[src/rtl/mem_access_unit_pkg.sv]
// Shared parameters for the RAMblock initiator: bus widths, RAM depth and
// the 2-bit FSM encodings so that the control unit and benches can decode state.
package mem_access_unit_pkg;

    localparam int mau_adlines   = 8;
    localparam int mau_datalines = 8;
    localparam int mau_ramsize   = 256;
    localparam int mau_waitwidth = 4;

    localparam logic [1:0] st_idle    = 2'd0;
    localparam logic [1:0] st_setup   = 2'd1;
    localparam logic [1:0] st_access  = 2'd2;
    localparam logic [1:0] st_recover = 2'd3;

    typedef enum logic [1:0] {
        IDLE    = st_idle,
        SETUP   = st_setup,
        ACCESS  = st_access,
        RECOVER = st_recover
    } mau_state_t;

endpackage

[src/rtl/mem_access_unit.sv]
// Single-request load/store initiator for RAMblock: address/data setup,
// strobe held for WAITCYCLES+1 cycles, one recovery cycle with a response pulse.
module mem_access_unit
    import mem_access_unit_pkg::*;
#(
    parameter int adlines    = mau_adlines,
    parameter int datalines  = mau_datalines,
    parameter int ramsize    = mau_ramsize,
    parameter int WAITCYCLES = 0
) (
    input  logic                 clk,
    input  logic                 reset,
    input  logic                 req_valid,
    output logic                 req_ready,
    input  logic                 req_write,
    input  logic [adlines-1:0]   req_addr,
    input  logic [datalines-1:0] req_wdata,
    output logic                 rsp_valid,
    output logic                 rsp_err,
    output logic [datalines-1:0] rsp_rdata,
    output logic [adlines-1:0]   ram_address,
    output logic [datalines-1:0] ram_datain,
    input  logic [datalines-1:0] ram_dataout,
    output logic                 ram_read,
    output logic                 ram_write,
    output logic                 busy
);

    if (WAITCYCLES < 0 || WAITCYCLES > 15) begin : g_waitcycles_range
        $error("mem_access_unit: WAITCYCLES must be in 0..15");
    end

    localparam logic [mau_waitwidth-1:0] waitload = mau_waitwidth'(WAITCYCLES);

    mau_state_t               state;
    mau_state_t               next_state;
    logic                     wr_flag;
    logic                     err_flag;
    logic [mau_waitwidth-1:0] waitcnt;
    logic                     accept;
    logic                     in_range;
    logic                     access_done;

    assign accept      = req_valid && req_ready;
    assign in_range    = 32'(req_addr) < 32'(ramsize);
    assign access_done = (state == ACCESS) && (waitcnt == '0);

    always_ff @(posedge clk or posedge reset) begin
        if (reset) begin
            state <= IDLE;
        end else begin
            state <= next_state;
        end
    end

    // Out-of-range requests skip the RAM entirely and go straight to the response cycle.
    always_comb begin
        next_state = state;
        case (state)
            IDLE:    if (accept) next_state = in_range ? SETUP : RECOVER;
            SETUP:   next_state = ACCESS;
            ACCESS:  if (waitcnt == '0) next_state = RECOVER;
            RECOVER: next_state = IDLE;
            default: next_state = IDLE;
        endcase
    end

    always_comb begin
        req_ready = (state == IDLE);
        busy      = (state != IDLE);
        rsp_valid = (state == RECOVER);
        rsp_err   = (state == RECOVER) && err_flag;
    end

    // Strobes are registered from next_state so the RAM never sees a decode glitch.
    always_ff @(posedge clk or posedge reset) begin
        if (reset) begin
            wr_flag     <= 1'b0;
            err_flag    <= 1'b0;
            waitcnt     <= '0;
            ram_address <= '0;
            ram_datain  <= '0;
            ram_read    <= 1'b0;
            ram_write   <= 1'b0;
            rsp_rdata   <= '0;
        end else begin
            if (accept) begin
                if (in_range) begin
                    wr_flag     <= req_write;
                    ram_address <= req_addr;
                    ram_datain  <= req_wdata;
                end else begin
                    err_flag <= 1'b1;
                end
            end

            if (state == SETUP) begin
                waitcnt <= waitload;
            end else if ((state == ACCESS) && (waitcnt != '0)) begin
                waitcnt <= waitcnt - 1'b1;
            end

            ram_write <= (next_state == ACCESS) && wr_flag;
            ram_read  <= (next_state == ACCESS) && !wr_flag;

            if (access_done && !wr_flag) begin
                rsp_rdata <= ram_dataout;
            end

            if (state == RECOVER) begin
                err_flag <= 1'b0;
            end
        end
    end

endmodule

[config.mk]
export PLATFORM = sky130hd
export DESIGN_NAME = mem_access_unit
export DESIGN_NICKNAME = d
export VERILOG_FILES = /design/src/rtl/mem_access_unit_pkg.sv /design/src/rtl/mem_access_unit.sv
export SDC_FILE = /design/constraint.sdc
export NUM_CORES = 1
export LEC_CHECK = 0
export ABC_AREA = 1
export BUFFER_PORTS_ARGS = -buffer_cell sky130_fd_sc_hd__buf_2
export CAP_MARGIN = 20
export CORE_ASPECT_RATIO = 1.2
export CORE_MARGIN = 3
export CORE_UTILIZATION = 41
export DETAILED_ROUTE_END_ITERATION = 10
export PLACE_DENSITY_LB_ADDON = 0.2
export SLEW_MARGIN = 10
export SYNTH_ARGS = -nofsm -noshare
export SYNTH_HDL_FRONTEND = slang
export SYNTH_SLANG_ARGS = --single-unit
[constraint.sdc]
create_clock -name clk -period 1.7 [get_ports clk]
set_input_delay 0 -clock clk [delete_from_list [all_inputs] [get_ports clk]]
set_output_delay 0 -clock clk [all_outputs]
set_load 0.01 [all_outputs]
; Yosys cells after proc, flatten, opt, wreduce, memory -nomap -nowiden
; Index checks and enable logic that the tools add are counted.
[word_totals]
register_bits = 33
input_bits = 28
out_inout_bits = 30
wordCells = 30
[classes]
n_addsub = 1
eq_ne = 4
n_mux = 5
reduce_logical = 12
[op_table]
columns = cell, count
row1 = $mux W4, 2
row2 = $pmux W2 S4, 1
row3 = $eq A2 B2 Y1 const B, 3
row4 = $logic_and A1 B1 Y1, 6
row5 = $logic_not A4 Y1, 1
row6 = $mux W2, 2
row7 = $reduce_bool A2 Y1, 2
row8 = $reduce_bool A4 Y1, 1
row9 = $sub A4 B1 Y4 const B, 1
row10 = $eq A2 B1 Y1 const B, 1
row11 = $logic_not A2 Y1, 1
row12 = $logic_not A1 Y1, 1

; Logic depth before layout (Yosys ltp)
; Gate-level depths: netlist of the first run.
[logic_depth]
word_depth = 6
depth_mapped = 8
depth_no_buf = 8

; Worst setup path before layout of the first run
; OpenSTA, ideal clock, no wires.
[synth_timing]
path_type = reg2reg
startpoint = register state[0]
endpoint = register ram_address[0]
setup_ns = 0.066
t_arrival_ns = 1.292
required_time_ns = 1.634
slack_ns = 0.343
stages_incl_launch_ff = 8
path_buffers = 1
period_less_slack_ns = 1.357
path_cell_list = dfrtp_1 -> inv_1 -> ha_1 -> nand2_2 -> inv_2 -> buf_2 -> nand2_1 -> nand2_1
[synth_between]
elab_chain_len = 2
[synth_lines]
columns = element, line
row1 = from (decl), mem_access_unit.sv:35  ; mau_state_t state;
row2 = from (signal assigned), mem_access_unit.sv:52  ; state <= next_state;
row3 = $logic_not A2 Y1, mem_access_unit.sv:69  ; req_ready = (state == IDLE);
row4 = named net req_ready, mem_access_unit.sv:14  ; output logic req_ready,
row5 = $logic_and A1 B1 Y1, mem_access_unit.sv:44  ; assign accept = req_valid && req_ready;
row6 = to (signal assigned), mem_access_unit.sv:90  ; ram_address <= req_addr;
row7 = to (decl), mem_access_unit.sv:21  ; output logic [adlines-1:0] ram_address,
; The timed path passes the listed nets, and every way through them passes these cells.
; A chain may end at the register's enable or synchronous reset.

; Final worst setup path of the first run
[layout_timing]
startpoint = register state[0]
endpoint = register rsp_rdata[7]
[layout_between]
elab_chain_len = 3
[layout_lines]
columns = element, line
row1 = $eq A2 B2 Y1, mem_access_unit.sv:46  ; assign access_done = (state == ACCESS) && (waitcnt == '0);
row2 = $logic_and A1 B1 Y1, mem_access_unit.sv:46
row3 = $logic_and A1 B1 Y1, mem_access_unit.sv:106  ; if (access_done && !wr_flag) begin
row4 = to (signal assigned), mem_access_unit.sv:107  ; rsp_rdata <= ram_dataout;
row5 = to (decl), mem_access_unit.sv:20  ; output logic [datalines-1:0] rsp_rdata,
; No other way between the ends.

==> summary.txt, run 1 <==
Route
  • Post-DR vias/cell: approximately 4.5
  • Routed vias: ~1300
  • Routed len/inst: between 10 and 15 um
  • Antenna-violating nets left: 0
  • Drt total wl: about 3200 um
  • Iter 0 DRT Violations: just over 40
  • DR pass1 iterations: 4
  • Residual DRC: 0

Timing
  • Unrepaired setup endpoints after global routing: false
  • Final Cycle Share: 0.8402
  • Fin Setup TNS: 0 ns
  • Hold slack: roughly 0.021 ns
  • Setup Skew: between 0.006 and 0.007 ns
  • Setup-failing EPs final: 0
  • Fin. Hold Viols: 0
  • Final WS setup: about 0.27 ns
  • Slew Viols, Final: 0
  • Highest clock rate: approximately 0.70 GHz
  • Post-route minimum period: between 1 and 1.5 ns

Yosys
  • Synth Instances: 162
  • Commonest cells post-synth: nand2_1, dfrtp_1, inv_1
  • Top cells by area, synth: dfrtp_1, nand2_1, ha_1, inv_1, o21ai_2
  • Predominant post-synthesis flop cell: dfrtp_1
  • Synthesized area per cell: 9.106 um^2
  • Register area share after synthesis: 0.5598
  • Asr flop ratio synth: 1.000
  • Synth warn: 0
  • Share of the synthesized area in the top cell type: 0.5598
  • Dominant cell type by area after synthesis: dfrtp_1
  • Syn Std Cell Area: approximately 1500 um^2
  • Most frequent cell after synthesis: nand2_1
  • Post-Syn Nets: between 150 and 200
  • Number of synthesized flops with an enable pin: 0
  • Distinct cells, synth: 21
  • Seq cells post-synth: 33

Global routing
  • Largest net degree at the start of global routing: 34
  • Total GRT Usage: 0.1685
  • Vias in the first global route: 1278
  • Initial antenna violation count: 0
  • First-pass GRT wire length: 5547 um
  • GRT overflow: 0

Min path
  • Worst min path class: in2reg

Placement
  • Detailed placement HPWL: 2189 um
  • RD Place Congestion: about 0.79
  • Port bufs: between 50 and 60
  • Setup slack at placement: ~0.29 ns

Final layout
  • Layout area overhead: 47.24%
  • ANT cells: 0
  • Ratio of cells with drive above 1 in the final layout: 0.3227
  • Nets: between 200 and 300

CTS
  • CTS sink cnt: 33
  • Total CTS buffers: 5
  • H-tree level count: 2
  • CTS tree: done
  • Hold buffer count at cts: 26
  • Root Driver: clkbuf_8
  • Clk_lat worst skew: approximately 0.28 ns
  • Resized Gates After CTS: 0
  • Setup repair bufs after CTS: 0
  • Worst-path clk slew: about 0.070 ns
  • CTS Buffer Depth: 2

Power
  • Peak supply drop: ~1 mV
  • PwrDens: about 1700 nW/um^2
  • Leakage: between 1 and 1.5 nW

Setup path
  • CP Data Arrival Time: approximately 1.6 ns
  • Setup crit end: rsp_rdata[7]
  • Setup crit end kind: flip-flop
  • Critical path type: reg2reg
  • Startpoint Class: flip-flop
  • Reg2Reg Depth: 5
  • Critical Path RT: around 1.9 ns
  • Crit path from: state[0]
  • Flop-to-flop setup slack: roughly 0.27 ns
  • Reg2Reg Capture Point: rsp_rdata[7]
  • CP max FO: 16
  • Critical R2R Launch: state[0]

Floorplan
  • Top Ports: between 50 and 60
  • Core area: 3396 um^2
  • Chip width: 60.76 um
  • Die Height: about 72 um
  • DIE AREA: around 4400 um^2
  • # rows: 23
  • Starting density of the core: 0.4344

Status
  • Outcome: completed

Run
  • Max_cap viols: 0
==> worst max-delay path, cell delays in order, from the launching register on <==
cell and delay (ns):
dfrtp_1 0.42, inv_1 0.14, ha_1 0.24, nand4_4 0.29, nand2_1 0.16, o21ai_2 0.06
==> cells in the final DEF, fill, tap and decap left out <==
cell type / synthesis / routed
o21ai_0: 3 / 3
nand2_1: 68 / 68
nand4_1: 1 / 1
a21oi_1: 1 / 1
nand4_4: 1 / 1
o21ai_2: 8 / 8
inv_1: 19 / 19
buf_4: 1 / 3
o21ai_1: 1 / 1
nand2_2: 3 / 3
inv_2: 1 / 1
conb_1: 1 / 1
nor2_1: 5 / 5
dfrtp_1: 33 / 33
dlygate4sd3_1: 0 / 26
clkinv_4: 0 / 1
buf_2: 1 / 56
clkbuf_8: 0 / 5
clkinvlp_4: 0 / 1
ha_1: 7 / 7
nor2_4: 1 / 1
nand3_1: 4 / 4
bufinv_16: 0 / 1
xor2_1: 1 / 1
==> flip-flops by register name, summed over array words and instances (netlist names) <==
name         count
wr_flag          1
rsp_rdata        8
state            2
waitcnt          4
ram_write        1
ram_read         1
ram_datain       8
ram_address      8
==> power breakdown <==
part / total (mW) / leakage (nW) / internal [mW] / switching [mW]
Combinational: 1.61 / 0.771 / 0.674 / 0.937
Clock: 0.731 / 0.0543 / 0.438 / 0.293
Sequential: 1.38 / 0.410 / 1.16 / 0.224
==> worst min-delay path by stage <==
stage	startpoint	cells past startpoint	end	slack [ns]
floorplan	req_addr[0]	2	ram_address[0]	0.11
global placement	reset	3	ram_address[0]	0.11
detailed placement	reset	3	ram_address[0]	0.11
CTS	req_valid	4	wr_flag	0.02
global route	req_valid	4	wr_flag	0.09
finish	req_valid	4	wr_flag	0.02
==> metrics by stage <==
stage                 util  instances  power [mW]  area (um^2)
CTS                 0.6396        288       3.776         2172
global route        0.6396        288       4.078         2172
detailed placement  0.5291        254       2.978         1797
global placement    0.5291        254       2.947         1797
finish              0.6396        288       3.726         2172
floorplan                -        162       2.427         1475
==> cells by family after synthesis <==
family	count (synthesis)	share of synthesized area
buffers and inverters	24	0.06954
AND/OR/NAND/NOR	83	0.2383
XOR/XNOR	1	0.005938
adder cells (fa/ha/maj)	7	0.05937
AO/OA/AOI/OAI	13	0.06445
flip-flops	33	0.5598
other	1	0.002542
==> per-layer routing <==
metal / global-route usage / vias to the layer above / part of all wire
li1: - / 660 / -
met5: 0 / - / 0
met4: 0.05783 / 0 / 0.024
met3: 0.05586 / 8 / 0.054
met1: 0.2058 / 588 / 0.40
met2: 0.2747 / 42 / 0.52
==> layout make-up <==
| class | instances | area, um^2 |
|---|---|---|
| Fill cell | 290 | 1224 |
| Sequential cell | 33 | 825.8 |
| Timing Repair Buffer | 85 | 563.0 |
| Multi-Input combinational cell | 105 | 546.8 |
| Inverter | 20 | 75.07 |
| Clock buffer | 5 | 68.82 |
| Clock inverter | 3 | 46.29 |
| Tap cell | 37 | 46.29 |
(Power assumes the default switching activity.)
==> run 2, diff against run 1 <==
==> constraint.sdc (replaced) <==
create_clock -name clk -period 1.5 [get_ports clk]
set_input_delay 0 -clock clk [delete_from_list [all_inputs] [get_ports clk]]
set_output_delay 0 -clock clk [all_outputs]
set_load 0.01 [all_outputs]
==> summary.txt, run 2 (synthesized netlist as in run 1, its figures left out) <==
Global routing
  • Initial antenna violation count: 0
  • GRT overflow: 0
  • Largest net degree at the start of global routing: 34
  • Vias in the first global route: between 1000 and 1500
  • First-pass GRT wire length: 5685 um
  • Total GRT Usage: 0.1818

Run
  • Max_cap viols: 0

Final layout
  • Fill cell count: slightly below 300
  • Largest regs: ram_address x8, ram_datain x8, rsp_rdata x8
  • Ratio of cells with drive above 1 in the final layout: 0.3241
  • Most common cell after layout, fill and taps aside: nand2_1
  • ANT cells: 0
  • Layout area overhead: 49.36%
  • Most frequent cells in the layout: nand2_1, buf_2, dfrtp_1
  • Finished Cell Area: 2203 um^2
  • Nets: about 290

Setup path
  • Flop-to-flop setup slack: 0.16 ns
  • Critical path type: reg2reg
  • CP max FO: 10
  • Critical Path RT: between 1.5 and 2 ns
  • Startpoint Class: flip-flop
  • CP Data Arrival Time: around 1.6 ns
  • Setup crit end kind: flip-flop

CTS
  • H-tree level count: 2
  • Clk_lat worst skew: approximately 0.28 ns
  • Root Driver: clkbuf_8
  • CTS sink cnt: 33
  • Total CTS buffers: 5
  • CTS Buffer Depth: 2
  • CTS tree: done
  • Worst-path clk slew: roughly 0.07 ns

Timing
  • Highest clock rate: between 0.7 and 0.8 GHz
  • Fin. Hold Viols: 0
  • Setup Skew: 0.007028 ns
  • Post-route minimum period: around 1.3 ns
  • Slew Viols, Final: 0
  • Unrepaired setup endpoints after global routing: false
  • Setup-failing EPs final: 0
  • Final Cycle Share: 0.8914
  • Fin Setup TNS: 0 ns

Route
  • Iter 0 DRT Violations: 25
  • Routed len/inst: about 12 um
  • Post-DR vias/cell: 4.552
  • Residual DRC: 0
  • DR pass1 iterations: 4
  • Routed vias: 1320
  • Drt total wl: 3488 um
  • Antenna-violating nets left: 0

Floorplan
  • # rows: 23
  • Core area: 3396 um^2
  • Die Height: between 70 and 80 um
  • Chip width: between 60 and 70 um
  • DIE AREA: 4356 um^2
  • Top Ports: 58
  • Starting density of the core: 0.4344

Status
  • Outcome: completed

Power
  • Leakage: 1.254 nW
  • PwrDens: 1966 nW/um^2
  • Peak supply drop: roughly 0.97 mV

Min path
  • Worst min path class: in2reg

Placement
  • Detailed placement HPWL: 2235 um
  • Port bufs: between 50 and 60
  • RD Place Congestion: ~0.75
  • Post-DP Area: 1804 um^2
## run 2: layout make-up
cell class                 count  area, um^2  share of cell area
sequential                    33       825.8              0.3748
timing repair buffer          87       590.6              0.2680
multi-input combinational    105       546.8              0.2482
clock buffer                   7       86.33             0.03918
inverter                      20       77.57             0.03521
tap                           37       46.29             0.02101
clock inverter                 1       30.03             0.01363
## run 2: what timing repair did
action                                  4_1_cts  5_1_grt
buffers inserted                              0        1
endpoints found under the setup margin        0        7
hold endpoints to repair                     58        0
gates resized for setup                       0        1
hold buffers                                 26        0
## run 2: per-stage QoR
| stage | hold slack, ns | util | cells | total power, mW | worst slack (ns) |
|---|---|---|---|---|---|
| 3_3_place_gp | 0.1126 | 0.5313 | 255 | 3.358 | 0.1279 |
| 5_1_grt | 0.1299 | 0.6489 | 290 | 4.705 | 0.01089 |
| 2_1_floorplan | 0.1096 | - | 162 | 2.750 | 0.1428 |
| 4_1_cts | 0.1088 | 0.6422 | 289 | 4.320 | 0.07646 |
| 3_5_place_dp | 0.1121 | 0.5313 | 255 | 3.407 | 0.09633 |
| 6_report | 0.1000 | 0.6489 | 290 | 4.332 | 0.1630 |
## run 2: power by group
group	leakage, nW	switching [mW]	internal, mW
combinational	0.786	1.10	0.812
sequential	0.410	0.250	1.32
clock	0.0585	0.311	0.541
## run 2: metal layers
| layer | share of wire | vias to the layer above | GRT usage |
|---|---|---|---|
| met5 | 0 | - | 0 |
| met4 | 0.033 | 0 | 0.09157 |
| met3 | 0.055 | 11 | 0.07748 |
| met2 | 0.53 | 40 | 0.3008 |
| met1 | 0.38 | 602 | 0.1926 |
| li1 | - | 667 | - |
## run 2: path summary, 6_finish.rpt
path | start | endpoint | cells after the start
max in group asynchronous | reset | rsp_rdata[6] | 4
min reg2reg | wr_flag | ram_read | 1
min | req_valid | ram_datain[7] | 5
max reg2reg | state[0] | ram_read | 7
min in group asynchronous | reset | ram_address[3] | 4
max | state[0] | ram_read | 7
## run 2: worst max-delay path, stage by stage, from the launching register on
cell and delay, ns:
dfrtp_1 0.39, inv_1 0.10, ha_1 0.25, nand2_2 0.10
inv_4 0.07, o21ai_1 0.15, nand3_1 0.12, nor2_1 0.09
==> run 3, diff against run 2 <==
--- a/config.mk
+++ b/config.mk
@@ -13,6 +13,7 @@
 export CORE_UTILIZATION = 41
 export DETAILED_ROUTE_END_ITERATION = 10
 export PLACE_DENSITY_LB_ADDON = 0.2
+export RECOVER_POWER = 25
 export SLEW_MARGIN = 10
 export SYNTH_ARGS = -nofsm -noshare
 export SYNTH_HDL_FRONTEND = slang
==> summary.txt, run 3 (synthesized netlist as in run 1, its figures left out) <==
Power
  • Peak supply drop: roughly 0.97 mV
  • PwrDens: a little under 2000 nW/um^2
  • Leakage: between 1 and 1.5 nW
  • Total power: roughly 4.3 mW

CTS
  • Root Driver: clkbuf_8
  • CTS sink cnt: 33
  • H-tree level count: 2
  • CTS tree: done
  • CTS Buffer Depth: 2
  • Clk_lat worst skew: approximately 0.28 ns
  • Total CTS buffers: 5
  • Worst-path clk slew: 0.07 ns

Min path
  • Hold Path End: ram_datain[7]
  • Hold path cells: 5
  • Worst min path class: in2reg
  • Hold path start: req_valid

Setup path
  • Critical Path Slowest Stage Cell: dfrtp_1
  • Critical path's largest stage delay: ~0.4 ns
  • Reg2Reg Depth: 7
  • Startpoint Class: flip-flop
  • CP Data Arrival Time: 1.56 ns
  • Critical R2R Launch: state[0]
  • Crit path cell chain: inv_1 > ha_1 > nand2_2 > inv_4 > o21ai_1 > nand3_1 > nor2_1
  • Reg2Reg Capture Point: ram_read
  • Buffer and inverter count on the worst path: 2
  • Top delay family on crit path: flip-flops
  • CP max FO: 10
  • Setup crit end kind: flip-flop
  • Critical path type: reg2reg
  • Critical Path RT: roughly 1.7 ns
  • Flop-to-flop setup slack: around 0.16 ns

Final layout
  • Ratio of cells with drive above 1 in the final layout: 0.3241
  • Most frequent cells in the layout: nand2_1, buf_2, dfrtp_1
  • ANT cells: 0
  • Finished Cell Area: between 2000 and 2500 um^2
  • Most common cell after layout, fill and taps aside: nand2_1
  • Nets: about 290
  • Non-filler cells, final: 290
  • Fill cell count: 294
  • Largest regs: ram_address x8, ram_datain x8, rsp_rdata x8
  • Layout area overhead: 49.19%
  • Layout Utilization: 0.6481

Route
  • Antenna-violating nets left: 0
  • Residual DRC: 0
  • Iter 0 DRT Violations: 25
  • DR pass1 iterations: 4
  • Routed vias: roughly 1300
  • Post-DR vias/cell: 4.552
  • Routed len/inst: between 10 and 15 um
  • Drt total wl: roughly 3500 um

Timing
  • Fin. Hold Viols: 0
  • Setup Skew: roughly 0.0070 ns
  • Fin Setup TNS: 0 ns
  • Final Cycle Share: 0.8914
  • Unrepaired setup endpoints after global routing: false
  • Max-slew headroom: 0.4748
  • Slew Viols, Final: 0
  • Setup-failing EPs final: 0
  • Post-route minimum period: around 1.3 ns
  • Highest clock rate: 0.7479 GHz
  • Tightest Pin Transition: approximately 0.8 ns

Floorplan
  • Die Height: between 70 and 80 um
  • # rows: 23
  • Chip width: between 60 and 70 um
  • Top Ports: 58
  • DIE AREA: ~4400 um^2
  • Core area: between 3000 and 4000 um^2
  • Starting density of the core: 0.4344

Placement
  • Port bufs: 56
  • Post-DP Area: between 1500 and 2000 um^2
  • Detailed placement HPWL: between 2000 and 2500 um
  • Inst Count DP: around 260
  • RD Place Congestion: around 0.75

Global routing
  • Total GRT Usage: 0.1818
  • First-pass GRT wire length: 5685 um
  • Largest net degree at the start of global routing: 34
  • Vias in the first global route: approximately 1300
  • GRT overflow: 0
  • Initial antenna violation count: 0

Run
  • Max_cap viols: 0

Status
  • Outcome: completed
run 3: how the worst max path moves through the flow:
stage,startpoint,to,slack (ns),cells past startpoint
after floorplan,state[0],ram_address[0],0.14,7
after global placement,state[0],rsp_rdata[3],0.13,5
after detailed placement,state[0],rsp_rdata[3],0.1,5
after CTS,state[0],rsp_rdata[3],0.08,5
after global routing,state[0],waitcnt[0],0.01,6
final,state[0],ram_read,0.16,7
run 3: area by class of cell:
cell class	count	area [um^2]	area share
clock buffer	7	86.33	0.03923
clock inverter	1	30.03	0.01364
inverter	20	77.57	0.03525
multi-input combinational	105	546.8	0.2484
sequential	33	825.8	0.3752
tap	37	46.29	0.02103
timing repair buffer	87	588.1	0.2672
run 3: repair_timing:
item                       4_1_cts  5_1_grt
buffers inserted                 0        1
resized for setup                0        1
setup endpoints to repair        0        7
hold endpoints to repair        58        0
hold buffers                    26        0
run 3: worst register-to-register path: cells and delay by family, from the launching register on:
kind / cells / cell delay [ns]
and+or+nand+nor: 3 / 0.31
adders and majority gates: 1 / 0.25
AOI/OAI and AO/OA: 1 / 0.15
DFF: 1 / 0.39
buffers and inverters: 2 / 0.17
run 3: metal layers:
metal	routed length [um]	GRT usage
met3	193	0.07748
met2	1847	0.3008
met5	0	0
met1	1332	0.1926
met4	116	0.09157
run 3: report_power, final:
part / switching [mW] / internal (mW) / leakage, nW
Combinational: 1.10 / 0.811 / 0.786
Sequential: 0.250 / 1.32 / 0.410
Clock: 0.311 / 0.541 / 0.0585
run 3: per-stage QoR:
stage	hold slack, ns	worst slack [ns]
after global routing	0.1299	0.01089
final	0.1000	0.1630
after floorplan	0.1096	0.1428
after CTS	0.1088	0.07646
after global placement	0.1126	0.1279
after detailed placement	0.1121	0.09633
